===== src/rtl/machine_timer.sv =====
// RISC-V machine timer: 64-bit mtime with prescaler, mtimecmp compare and msip,
// exposed over a Wishbone-classic slave with a single-cycle registered ack.
module machine_timer #(
    parameter int unsigned ADDR_W    = 8,
    parameter logic [63:0] CMP_RESET = 64'hFFFF_FFFF_FFFF_FFFF
) (
    input  logic              clk,
    input  logic              reset_n,
    input  logic              wb_cyc_i,
    input  logic              wb_stb_i,
    input  logic              wb_we_i,
    input  logic [ADDR_W-1:0] wb_adr_i,
    input  logic [31:0]       wb_dat_i,
    input  logic [3:0]        wb_sel_i,
    output logic [31:0]       wb_dat_o,
    output logic              wb_ack_o,
    output logic              timer_irq,
    output logic              soft_irq
);

    typedef enum logic [2:0] {
        OFF_MTIME_LO = 3'd0,
        OFF_MTIME_HI = 3'd1,
        OFF_CMP_LO   = 3'd2,
        OFF_CMP_HI   = 3'd3,
        OFF_CTRL     = 3'd4,
        OFF_MSIP     = 3'd5,
        OFF_RSVD6    = 3'd6,
        OFF_RSVD7    = 3'd7
    } reg_off_e;

    logic [31:0] r_mtime_lo;
    logic [31:0] r_mtime_hi;
    logic [63:0] r_cmp;
    logic        r_en;
    logic [7:0]  r_div;
    logic [7:0]  r_pcnt;
    logic        r_msip;
    logic [31:0] r_hi_shadow;
    logic        r_ack;
    logic [31:0] r_dat;
    logic        r_tirq;

    reg_off_e    w_off;
    logic        w_acc;
    logic        w_wr;
    logic        w_rd;
    logic        w_tick;
    logic        w_wr_lo;
    logic        w_wr_hi;
    logic [31:0] w_lo_nxt;
    logic [31:0] w_hi_nxt;
    logic [31:0] w_rdata;
    logic        w_unused;

    function automatic logic [31:0] f_merge(input logic [31:0] old_v,
                                            input logic [31:0] new_v,
                                            input logic [3:0]  sel);
        logic [31:0] res;
        res = old_v;
        for (int unsigned b = 0; b < 4; b++) begin
            if (sel[b]) res[8*b +: 8] = new_v[8*b +: 8];
        end
        return res;
    endfunction

    assign w_off    = reg_off_e'(wb_adr_i[4:2]);
    assign w_acc    = wb_cyc_i & wb_stb_i & ~r_ack;
    assign w_wr     = w_acc & wb_we_i;
    assign w_rd     = w_acc & ~wb_we_i;
    assign w_tick   = r_en && (r_pcnt == r_div);
    assign w_wr_lo  = w_wr && (w_off == OFF_MTIME_LO);
    assign w_wr_hi  = w_wr && (w_off == OFF_MTIME_HI);
    assign w_unused = &{1'b0, wb_adr_i};

    // A bus write to one half wins over the tick for that half; a lo write
    // also suppresses the carry into hi.
    always_comb begin
        w_lo_nxt = r_mtime_lo;
        w_hi_nxt = r_mtime_hi;
        if (w_wr_lo) begin
            w_lo_nxt = f_merge(r_mtime_lo, wb_dat_i, wb_sel_i);
        end else if (w_tick) begin
            w_lo_nxt = r_mtime_lo + 32'd1;
        end
        if (w_wr_hi) begin
            w_hi_nxt = f_merge(r_mtime_hi, wb_dat_i, wb_sel_i);
        end else if (w_tick && !w_wr_lo && (r_mtime_lo == '1)) begin
            w_hi_nxt = r_mtime_hi + 32'd1;
        end
    end

    always_comb begin
        w_rdata = '0;
        case (w_off)
            OFF_MTIME_LO: w_rdata = r_mtime_lo;
            OFF_MTIME_HI: w_rdata = r_hi_shadow;
            OFF_CMP_LO:   w_rdata = r_cmp[31:0];
            OFF_CMP_HI:   w_rdata = r_cmp[63:32];
            OFF_CTRL:     w_rdata = {16'd0, r_div, 7'd0, r_en};
            OFF_MSIP:     w_rdata = {31'd0, r_msip};
            default:      w_rdata = '0;
        endcase
    end

    always_ff @(posedge clk or negedge reset_n) begin
        if (!reset_n) begin
            r_mtime_lo  <= '0;
            r_mtime_hi  <= '0;
            r_cmp       <= CMP_RESET;
            r_en        <= 1'b0;
            r_div       <= '0;
            r_pcnt      <= '0;
            r_msip      <= 1'b0;
            r_hi_shadow <= '0;
            r_ack       <= 1'b0;
            r_dat       <= '0;
            r_tirq      <= 1'b0;
        end else begin
            r_ack      <= w_acc;
            r_tirq     <= ({r_mtime_hi, r_mtime_lo} >= r_cmp);
            r_mtime_lo <= w_lo_nxt;
            r_mtime_hi <= w_hi_nxt;

            if (w_rd) begin
                r_dat <= w_rdata;
                if (w_off == OFF_MTIME_LO) r_hi_shadow <= r_mtime_hi;
            end

            if (w_wr && (w_off == OFF_CTRL)) begin
                r_pcnt <= '0;
            end else if (r_en) begin
                r_pcnt <= w_tick ? 8'd0 : r_pcnt + 8'd1;
            end

            if (w_wr) begin
                case (w_off)
                    OFF_CMP_LO: r_cmp[31:0]  <= f_merge(r_cmp[31:0], wb_dat_i, wb_sel_i);
                    OFF_CMP_HI: r_cmp[63:32] <= f_merge(r_cmp[63:32], wb_dat_i, wb_sel_i);
                    OFF_CTRL: begin
                        if (wb_sel_i[0]) r_en  <= wb_dat_i[0];
                        if (wb_sel_i[1]) r_div <= wb_dat_i[15:8];
                    end
                    OFF_MSIP: begin
                        if (wb_sel_i[0]) r_msip <= wb_dat_i[0];
                    end
                    default: ;
                endcase
            end
        end
    end

    assign wb_dat_o  = r_dat;
    assign wb_ack_o  = r_ack;
    assign timer_irq = r_tirq;
    assign soft_irq  = r_msip;

endmodule


===== config.mk =====
export PLATFORM = sky130hd
export DESIGN_NAME = machine_timer
export DESIGN_NICKNAME = d
export VERILOG_FILES = /design/src/rtl/machine_timer.sv
export SDC_FILE = /design/constraint.sdc
export NUM_CORES = 1
export LEC_CHECK = 0
export BUFFER_PORTS_ARGS = -buffer_cell sky130_fd_sc_hd__buf_4
export CORE_MARGIN = 4
export CORE_UTILIZATION = 65
export CTS_CLUSTER_DIAMETER = 120
export DETAILED_ROUTE_END_ITERATION = 7
export GPL_ROUTABILITY_DRIVEN = 0
export MAX_ROUTING_LAYER = met4
export PLACE_DENSITY = 0.87
export SETUP_SLACK_MARGIN = 0.15
export SLEW_MARGIN = 10
export SYNTH_ARGS = -nofsm -noshare
export SYNTH_HDL_FRONTEND = slang
export SYNTH_SLANG_ARGS = --single-unit

===== constraint.sdc =====
create_clock -name clk -period 4 [get_ports clk]
set_input_delay 0.4 -clock clk [delete_from_list [all_inputs] [get_ports clk]]
set_output_delay 0.4 -clock clk [all_outputs]
set_load 0.02 [all_outputs]

# After elaboration in Yosys (flattened, before gate mapping)
# Cells that the tools add are included.
dict set report totals {
  regBits 212
  elab_cells 92
}
dict set report classes {
  mux 12
  bitwise 6
  reduce_logical 31
  n_eq_ne 15
  order_cmp 1
  addsub 3
}
# cell n
set ops {}
lappend ops {{one-hot mux 32 bit (6 select lines)} 1}
lappend ops {{2-to-1 mux 32 bit} 4}
lappend ops {{adder 32 x 1 -> 32 bit, second input constant} 2}
lappend ops {{>= comparator 64 bit} 1}
lappend ops {{2-to-1 mux 8 bit} 7}
lappend ops {{AND reduction 3 bit} 11}
lappend ops {{equality test 32 bit, second input constant} 1}
lappend ops {{AND reduction 2 bit} 9}
lappend ops {{!= test 2 bit, second input constant} 8}
lappend ops {{adder 8 x 1 -> 8 bit, second input constant} 1}
lappend ops {{equality test 8 bit} 1}
lappend ops {{equality test 3 x 2 -> 1 bit, second input constant} 2}
lappend ops {{equality test 3 bit, second input constant} 2}
lappend ops {{logical AND 1 bit} 6}
lappend ops {{nonzero test 2 bit} 3}
lappend ops {{bitwise AND 1 bit} 4}
lappend ops {{equality test 3 x 1 -> 1 bit, second input constant} 1}
lappend ops {{zero test 3 bit} 1}
lappend ops {{inverter 1 bit} 2}
lappend ops {{zero test 1 bit} 1}

# Logic depth before layout (Yosys ltp)
# Gate-level depths: netlist of run 1.
dict set report logic_depth {
  depth_word 9
  depth_mapped 9
}

# Worst setup path before layout of run 1
# No wires, ideal clock.
dict set report synth_path {
  kind {reg-to-reg}
  from {register r_ack (netlist: wb_ack_o)}
  to {register r_mtime_hi[26]}
  synth_period_minus_slack_ps 2306
  stages_incl_launch_ff 9
  t_arrival_ps 2180
  n_path_buf 2
  setup_slack_ps 1694
  path_cell_list {dfrtp_1 > nand4b_1 > nor2_2 > or4_4 > buf_6 > or3_1 > buf_2 > nand2_1 > o2bb2a_1}
}
dict set report synth_via {
  elab_chain_cells 9
}
# item line
set synth_rtl {}
lappend synth_rtl {{start: declaration} 40} ;# logic r_ack;
lappend synth_rtl {{start signal: assignment} 120} ;# r_ack <= w_acc;
lappend synth_rtl {{inverter 1 bit (*)} 68} ;# assign w_acc = wb_cyc_i & wb_stb_i & ~r_ack;
lappend synth_rtl {{bitwise AND 1 bit (*)} 68}
lappend synth_rtl {{bitwise AND 1 bit (*)} 69} ;# assign w_wr = w_acc & wb_we_i;
lappend synth_rtl {{logical AND 1 bit} 72} ;# assign w_wr_lo = w_wr && (w_off == OFF_MTIME_LO);
lappend synth_rtl {{zero test 1 bit} 88} ;# end else if (w_tick && !w_wr_lo && (r_mtime_lo == '1)) begin
lappend synth_rtl {{logical AND 1 bit (2 in series)} 88}
lappend synth_rtl {{nonzero test 2 bit (no line)} --}
lappend synth_rtl {{AND reduction 2 bit (no line)} --}
lappend synth_rtl {{end signal: assignment} 123} ;# r_mtime_hi <= w_hi_nxt;
lappend synth_rtl {{end: declaration} 33} ;# logic [31:0] r_mtime_hi;
# Mark *: on every way between the ends. The rest lies on a longest branch, timed or not.
# A chain may end at the register's enable or synchronous reset.

# Worst setup path after layout of run 1
dict set report layout_path {
  from {register r_mtime_lo[9]}
  to {register r_mtime_hi[7]}
}
dict set report layout_via {
  elab_chain_cells 4
}
# item line
set layout_rtl {}
lappend layout_rtl {{start: declaration} 32} ;# logic [31:0] r_mtime_lo;
lappend layout_rtl {{start signal: assignment} 122} ;# r_mtime_lo <= w_lo_nxt;
lappend layout_rtl {{equality test 32 bit} 88}
lappend layout_rtl {{logical AND 1 bit} 88}
lappend layout_rtl {{nonzero test 2 bit (no line)} --}
lappend layout_rtl {{AND reduction 2 bit (no line)} --}
# Every way passes these cells.

==> summary.txt, run 1 <==
Logic synthesis
  • Synth Area in Simple Gates: 15.6%
  • Post-Synth Adder-Cell Area: 6.75%
  • Xor/xnor cell area share of the yosys netlist: 0.564%
  • Netlist cell types: 76
  • Synth warnings: 0
  • Yosys reg bits: 212
  • Sequential share of the synthesized area: 43.4%
  • Mux share of post-synthesis cell area: 10.5%
  • Net count after synthesis: 1393
  • Cell with the most instances after synthesis: dfrtp_1
  • Avg Cell Area, Syn: 9.72 sq um
  • Synth area leaders: dfrtp_1 30%, dfstp_2 14%, mux2_2 9.5%, ha_1 6.8%, nand2_1 3.9%
  • Top cell type by total area after synthesis: dfrtp_1
  • Top cell type's share of synthesized area: 29.8%
  • Post-synth EDFFs: 0
  • Main synth FF type: dfrtp_1
  • Synth cell count leaders: 148 x dfrtp_1, 129 x nand2_1, 105 x mux2_2
  • Synth Area in Compound Gates: 18.8%
  • Post-Syn Area: 12400 sq um
  • Syn Inst Count: 1277
  • Asr flop ratio synth: 100%
  • Largest family of logic cells by synthesized area: compound AO/OA/AOI/OAI gates

Timing
  • Worst setup margin: 696 ps
  • Slew HR: 31.5%
  • Fmax: 303 MHz
  • Worst-Margin Slew: 1030 ps
  • Setup TNS: 0 ps
  • Hold WS: -47.2 ps
  • Final setup vio count: 0
  • Final hold vios: 14
  • RSZ-0062 raised after global routing: no
  • Pins Over Slew Limit: 0
  • Final min period: 3300 ps
  • Final worst path period share: 82.6%
  • Clock Skew: 14.8 ps

Finish
  • Antenna diode count: 0
  • Fill count: 1324
  • Layout area overhead: 12.6%
  • Multi-input logic area: 6500 sq um
  • NumNets Final: 1448
  • Non-filler cells, final: 1582
  • Share of post-route cells with drive strength above 1: 24.6%
  • Register area: 5390 sq um
  • Final core occ: 74.5%

Critical path
  • Crit path launch type: flop
  • CP Capture Type: flop
  • Required time worst endpoint: 4410 ps
  • WP data arrival: 3710 ps
  • CP Class: flop to flop
  • Worst Reg-to-Reg Cells: 6
  • CP Max Fanout: 15

Global routing
  • Vias in the first global route: 11.0k
  • Initial antenna violation count: 0
  • First-pass GRT wire length: 59100 um
  • Pin count of the biggest net entering global routing: 106
  • Gr ovfl total: 0
  • Gr usage total: 35.0%

Clocking
  • TritonCTS Buffers: 23
  • Post CTS Setup Buffer Count: 0
  • Sink Count: 212
  • CTS Hold Buffers Added: 0
  • Clock Latency Late Sink: 520 ps
  • Clock Path Buffers: 3
  • CTS tree: built
  • Clock slew at reported path FFs: 70 ps
  • CTS resizes: 0
  • CTS H-tree lvls: 1
  • CTS root buf: clkbuf_16

Route
  • Post-route DRC: 0
  • Detailed Route Iter0 Violations: 1402
  • DR pass1 iterations: 7
  • Routed WL per cell: 23.3 um
  • DRT Wirelength: 36800 um
  • Routed Antenna Nets: 0
  • Vias: 11.1k
  • Average vias per placed instance: 7.01

Power
  • Pwr/cell area: 426 nW/um^2
  • Maximum VDD drop: 366 uV
  • Leak: 0.00606 uW

Job
  • Max Cap Violations: 0

Floorplan
  • Rows: 50
  • CORE AREA: 18800 sq um
  • Die Ht: 146 um
  • Die width: 146 um
  • IO Pins: 84
  • Die area: 21400 sq um
  • Starting Density: 66.1%

Placement
  • Final HPWL DP: 25100 um
  • Placed instance count: 1541
  • Pre-CTS setup slack: 831 ps
  • IO buf count: 78

Status
  • Outcome: finished, violations left
  • Failing checks: hold timing

Worst hold path
  • Worst hold path class: primary input to asynchronous set/reset pin
kinds of logic after synthesis:
| kind of cell | Yosys count |
|---|---|
| buf+inv | 139 |
| xor+xnor | 8 |
| simple gates | 384 |
| compound gates | 350 |
| fa+ha+maj | 67 |
| flops | 212 |
| mux | 117 |
worst paths after layout:
kind	from	end	slack (ps)
worst max register to register	r_mtime_lo[9]	r_mtime_hi[7]	700
worst min register to register	wb_dat_o[8]	wb_dat_o[8]	480
worst min-delay path	reset_n	wb_dat_o[13]	-50
max in group asynchronous	reset_n	r_cmp[7]	2970
worst max-delay path	r_mtime_lo[9]	r_mtime_hi[7]	700
min in group clk	wb_stb_i	wb_ack_o	150
registers in the layout, indices dropped and copies added, names as in the netlist:
register,count
r_cmp,64
r_hi_shadow,32
r_mtime_hi,32
r_mtime_lo,32
wb_dat_o,32
r_div,8
r_pcnt,8
r_en,1
soft_irq,1
timer_irq,1
wb_ack_o,1
worst max-delay path, cell delays in order (launching register included):
cell and delay, ps:
dfrtp_1 550, nand4_1 260, nor4_1 560, nand4_1 570, o21ai_2 740, o21ai_0 240, a22o_1 280
final cells by class:
type                    instances  area share [%]
clock inverters                16            1.40
flip-flops and latches        212            38.5
inverters                      73            1.96
repair buffers                 96            5.20
clock buffers                  25            4.31
multi-input cells             926            46.5
well taps                     234            2.09
layout by cell type (no fill, tap or decap), types with 29 or more instances in the layout:
| master | n |
|---|---|
| ha_1 | 67 |
| dfstp_2 | 64 |
| a221oi_1 | 29 |
| o21ai_0 | 78 |
| buf_4 | 95 |
| dfrtp_1 | 148 |
| nand2_1 | 129 |
| nand3_1 | 39 |
| mux2_2 | 105 |
| inv_1 | 73 |
| nor2_1 | 70 |
| a21oi_1 | 86 |
power breakdown:
group | total, uW | switching, uW | internal [uW]
logic | 1040 | 585 | 457
registers | 2660 | 248 | 2410
clock network | 2250 | 898 | 1350
total | 5950 | 1730 | 4220
metal layers:
layer / global-route usage (%) / share of wire, % / routed length [um]
met1: 45.9 / 39 / 14200
met2: 53.6 / 46 / 17000
met3: 6.77 / 10 / 3720
met4: 15.4 / 5.0 / 1840
met5: - / 0 / 0
stage by stage:
stage / total power, uW / area, sq um / hold WS (ps)
6_report: 5950 / 14000 / -47.2
3_3_place_gp: 3640 / 13200 / 462
3_5_place_dp: 3700 / 13200 / 472
2_1_floorplan: 3290 / 12400 / 104
5_1_grt: 6190 / 14000 / 50.6
4_1_cts: 5940 / 14000 / 11.4
Note: power is estimated with default switching activity, not from simulation.
==> run 2: changes to the inputs <==
- CORE_UTILIZATION: 65 -> 61
- PLACE_DENSITY: 0.87 -> 0.82
- clock period: 4 -> 3.25 ns (I/O delays scaled with it)
==> run 2 against run 1 <==
- the flow now finishes without violations
- via count is 0.14% lower
- flip-flop and latch count did not move
- non-clock buffer count increased by 20
- cell count is 3.2% higher
- global-route usage is 0.93 points lower
- critical path type unchanged
- clock skew shrank 2.9 ps
- largest power group unchanged
- critical endpoint is now r_mtime_hi[16]
- combinational power increased by 27%
- register-to-register slack worse by 550 ps
- setup slack got worse by 550 ps
- clock power increased by 19%
- cell area is 1.3% higher
==> summary.txt, run 2 (synthesis results as in run 1) <==
Status
  • Outcome: finished, final reports clean

Route
  • Detailed Route Iter0 Violations: 1211 (-14%)
  • DR pass1 iterations: 6 (-1)
  • Routed WL per cell: 22.7 um (-2.2%)
  • Average vias per placed instance: 6.78 (-3.3%)
  • Routed Antenna Nets: 0 (unchanged)
  • Vias: 11.1k (-0.14%)
  • Post-route DRC: 0 (unchanged)
  • DRT Wirelength: 37100 um (+0.96%)

Power
  • Pwr/cell area: 513 nW/um^2 (+21%)
  • Maximum VDD drop: 408 uV (+12%)
  • Leak: 0.00617 uW (+1.8%)

Finish
  • Max reg flops: 64 (unchanged)
  • Reg with most FFs: r_cmp
  • NumNets Final: 1468 (+1.4%)
  • Most frequent cells in the layout: 148 x dfrtp_1, 129 x nand2_1, 112 x buf_4
  • Layout area overhead: 14.0%
  • Antenna diode count: 0 (unchanged)
  • Share of post-route cells with drive strength above 1: 25.1% (+0.52 points)
  • Non-filler cells, final: 1633 (+3.2%)
  • Final core occ: 71.8% (-2.7 points)
  • Commonest non-fill, non-tap cell in the layout: dfrtp_1

Critical path
  • WP data arrival: 3550 ps (-160 ps)
  • Required time worst endpoint: 3690 ps (-720 ps)
  • Most frequent CP cell: nand4_1
  • CP Capture Type: flop
  • CP Max Fanout: 9 (-6)
  • Crit-path cells: nand4_1 > nor4_1 > nand4_1 > o21bai_1 > o22a_1 > o31a_1
  • CP Class: flop to flop
  • Slowest stage cell, crit path: nor4_1
  • Crit path launch type: flop
  • CP peak stage delay: 640 ps (-100 ps)

Clocking
  • TritonCTS Buffers: 23 (unchanged)
  • Clock Path Buffers: 3 (unchanged)
  • CTS resizes: 0 (unchanged)
  • CTS tree: built
  • CTS H-tree lvls: 1 (unchanged)
  • Sink Count: 212 (unchanged)
  • Clock slew at reported path FFs: 60 ps (about the same)
  • Clock Latency Late Sink: 520 ps (about the same)
  • CTS root buf: clkbuf_16

Floorplan
  • Die width: 151 um (+3.1%)
  • Rows: 51 (+2.0%)
  • IO Pins: 84 (unchanged)
  • Die area: 22700 sq um (+6.2%)
  • CORE AREA: 19700 sq um (+5.1%)
  • Starting Density: 63.0% (-3.2 points)
  • Die Ht: 151 um (+3.1%)

Timing
  • Final hold vios: 0 (-14)
  • Final setup vio count: 0 (unchanged)
  • Slew HR: 30.2% (-1.3 points)
  • Final min period: 3100 ps (-201 ps)
  • Setup TNS: 0 ps (unchanged)
  • RSZ-0062 raised after global routing: no
  • Final worst path period share: 95.5% (+13 points)
  • Hold WS: 73.0 ps (+120 ps)
  • Pins Over Slew Limit: 0 (unchanged)
  • Worst setup margin: 147 ps (-549 ps)
  • Fmax: 322 MHz (+6.5%)
  • Worst-Margin Slew: 1050 ps (+19.6 ps)
  • Clock Skew: 11.8 ps (-2.94 ps)

Placement
  • Pre-CTS setup slack: 424 ps (-407 ps)
  • IO buf count: 78 (unchanged)
  • Placed instance count: 1591 (+3.2%)
  • Final HPWL DP: 25300 um (+0.74%)

Global routing
  • Gr usage total: 34.1% (-0.93 points)
  • First-pass GRT wire length: 59200 um (+0.16%)
  • Initial antenna violation count: 0 (unchanged)
  • Pin count of the biggest net entering global routing: 81 (-24%)
  • Vias in the first global route: 10.8k (-1.6%)
  • Gr ovfl total: 0 (unchanged)

Job
  • Max Cap Violations: 0 (unchanged)

Worst hold path
  • Worst hold path class: primary input to flop
## run 2: worst paths after layout
kind | cells past startpoint | startpoint | slack [ps] | endpoint
hold reg to reg | 2 | wb_dat_o[22] | 480 | wb_dat_o[22]
hold / removal | 3 | wb_dat_i[30] | 70 | r_mtime_lo[30]
setup / recovery | 6 | r_mtime_lo[9] | 150 | r_mtime_hi[16]
setup reg to reg | 6 | r_mtime_lo[9] | 150 | r_mtime_hi[16]
min in group asynchronous | 2 | reset_n | 330 | wb_dat_o[9]
max in group asynchronous | 3 | reset_n | 2050 | r_cmp[55]
## run 2: area by class of cell
type                       instances  area, sq um
clock buffer                      33          643
clock inverter                     8          115
fill                            1442         5560
inverter                          73          274
multi-input combinational        926         6500
sequential                       212         5390
tap                              265          332
timing repair buffer             116          905
## run 2: report_power, final
| part | internal, uW | leakage (uW) | switching (uW) | total, uW |
|---|---|---|---|---|
| combinational | 578 | 0.00316 | 740 | 1320 |
| clock | 1610 | 0.000375 | 1070 | 2680 |
| sequential | 2970 | 0.00263 | 292 | 3260 |
| total | 5160 | 0.00617 | 2100 | 7260 |
## run 2: metrics by stage
| stage | area, sq um | power [uW] |
|---|---|---|
| final | 14200 | 7260 |
| after global routing | 14200 | 7570 |
| after CTS | 14200 | 7250 |
| after detailed placement | 13400 | 4570 |
| after global placement | 13400 | 4500 |
| after floorplan | 12400 | 4050 |
## run 2: repair_timing
item	CTS	global route
endpoints found under the hold margin	30	0
hold buffers	1	0
setup buffers	0	0
endpoints found under the setup margin	0	1
## run 2: critical path, delay by kind of cell, from the launching register on
family	cells	cell delay, ps
DFF	1	510
AOI/OAI and AO/OA	3	1010
and+or+nand+nor	3	1510
## run 2: metal layers
metal  up-vias  wire [um]  track usage [%]
li1       4890          -                -
met1      5416      14700             45.1
met4         0       1560             12.9
met2       636      17200             52.6
met5         -          0                -
met3       129       3680             6.74
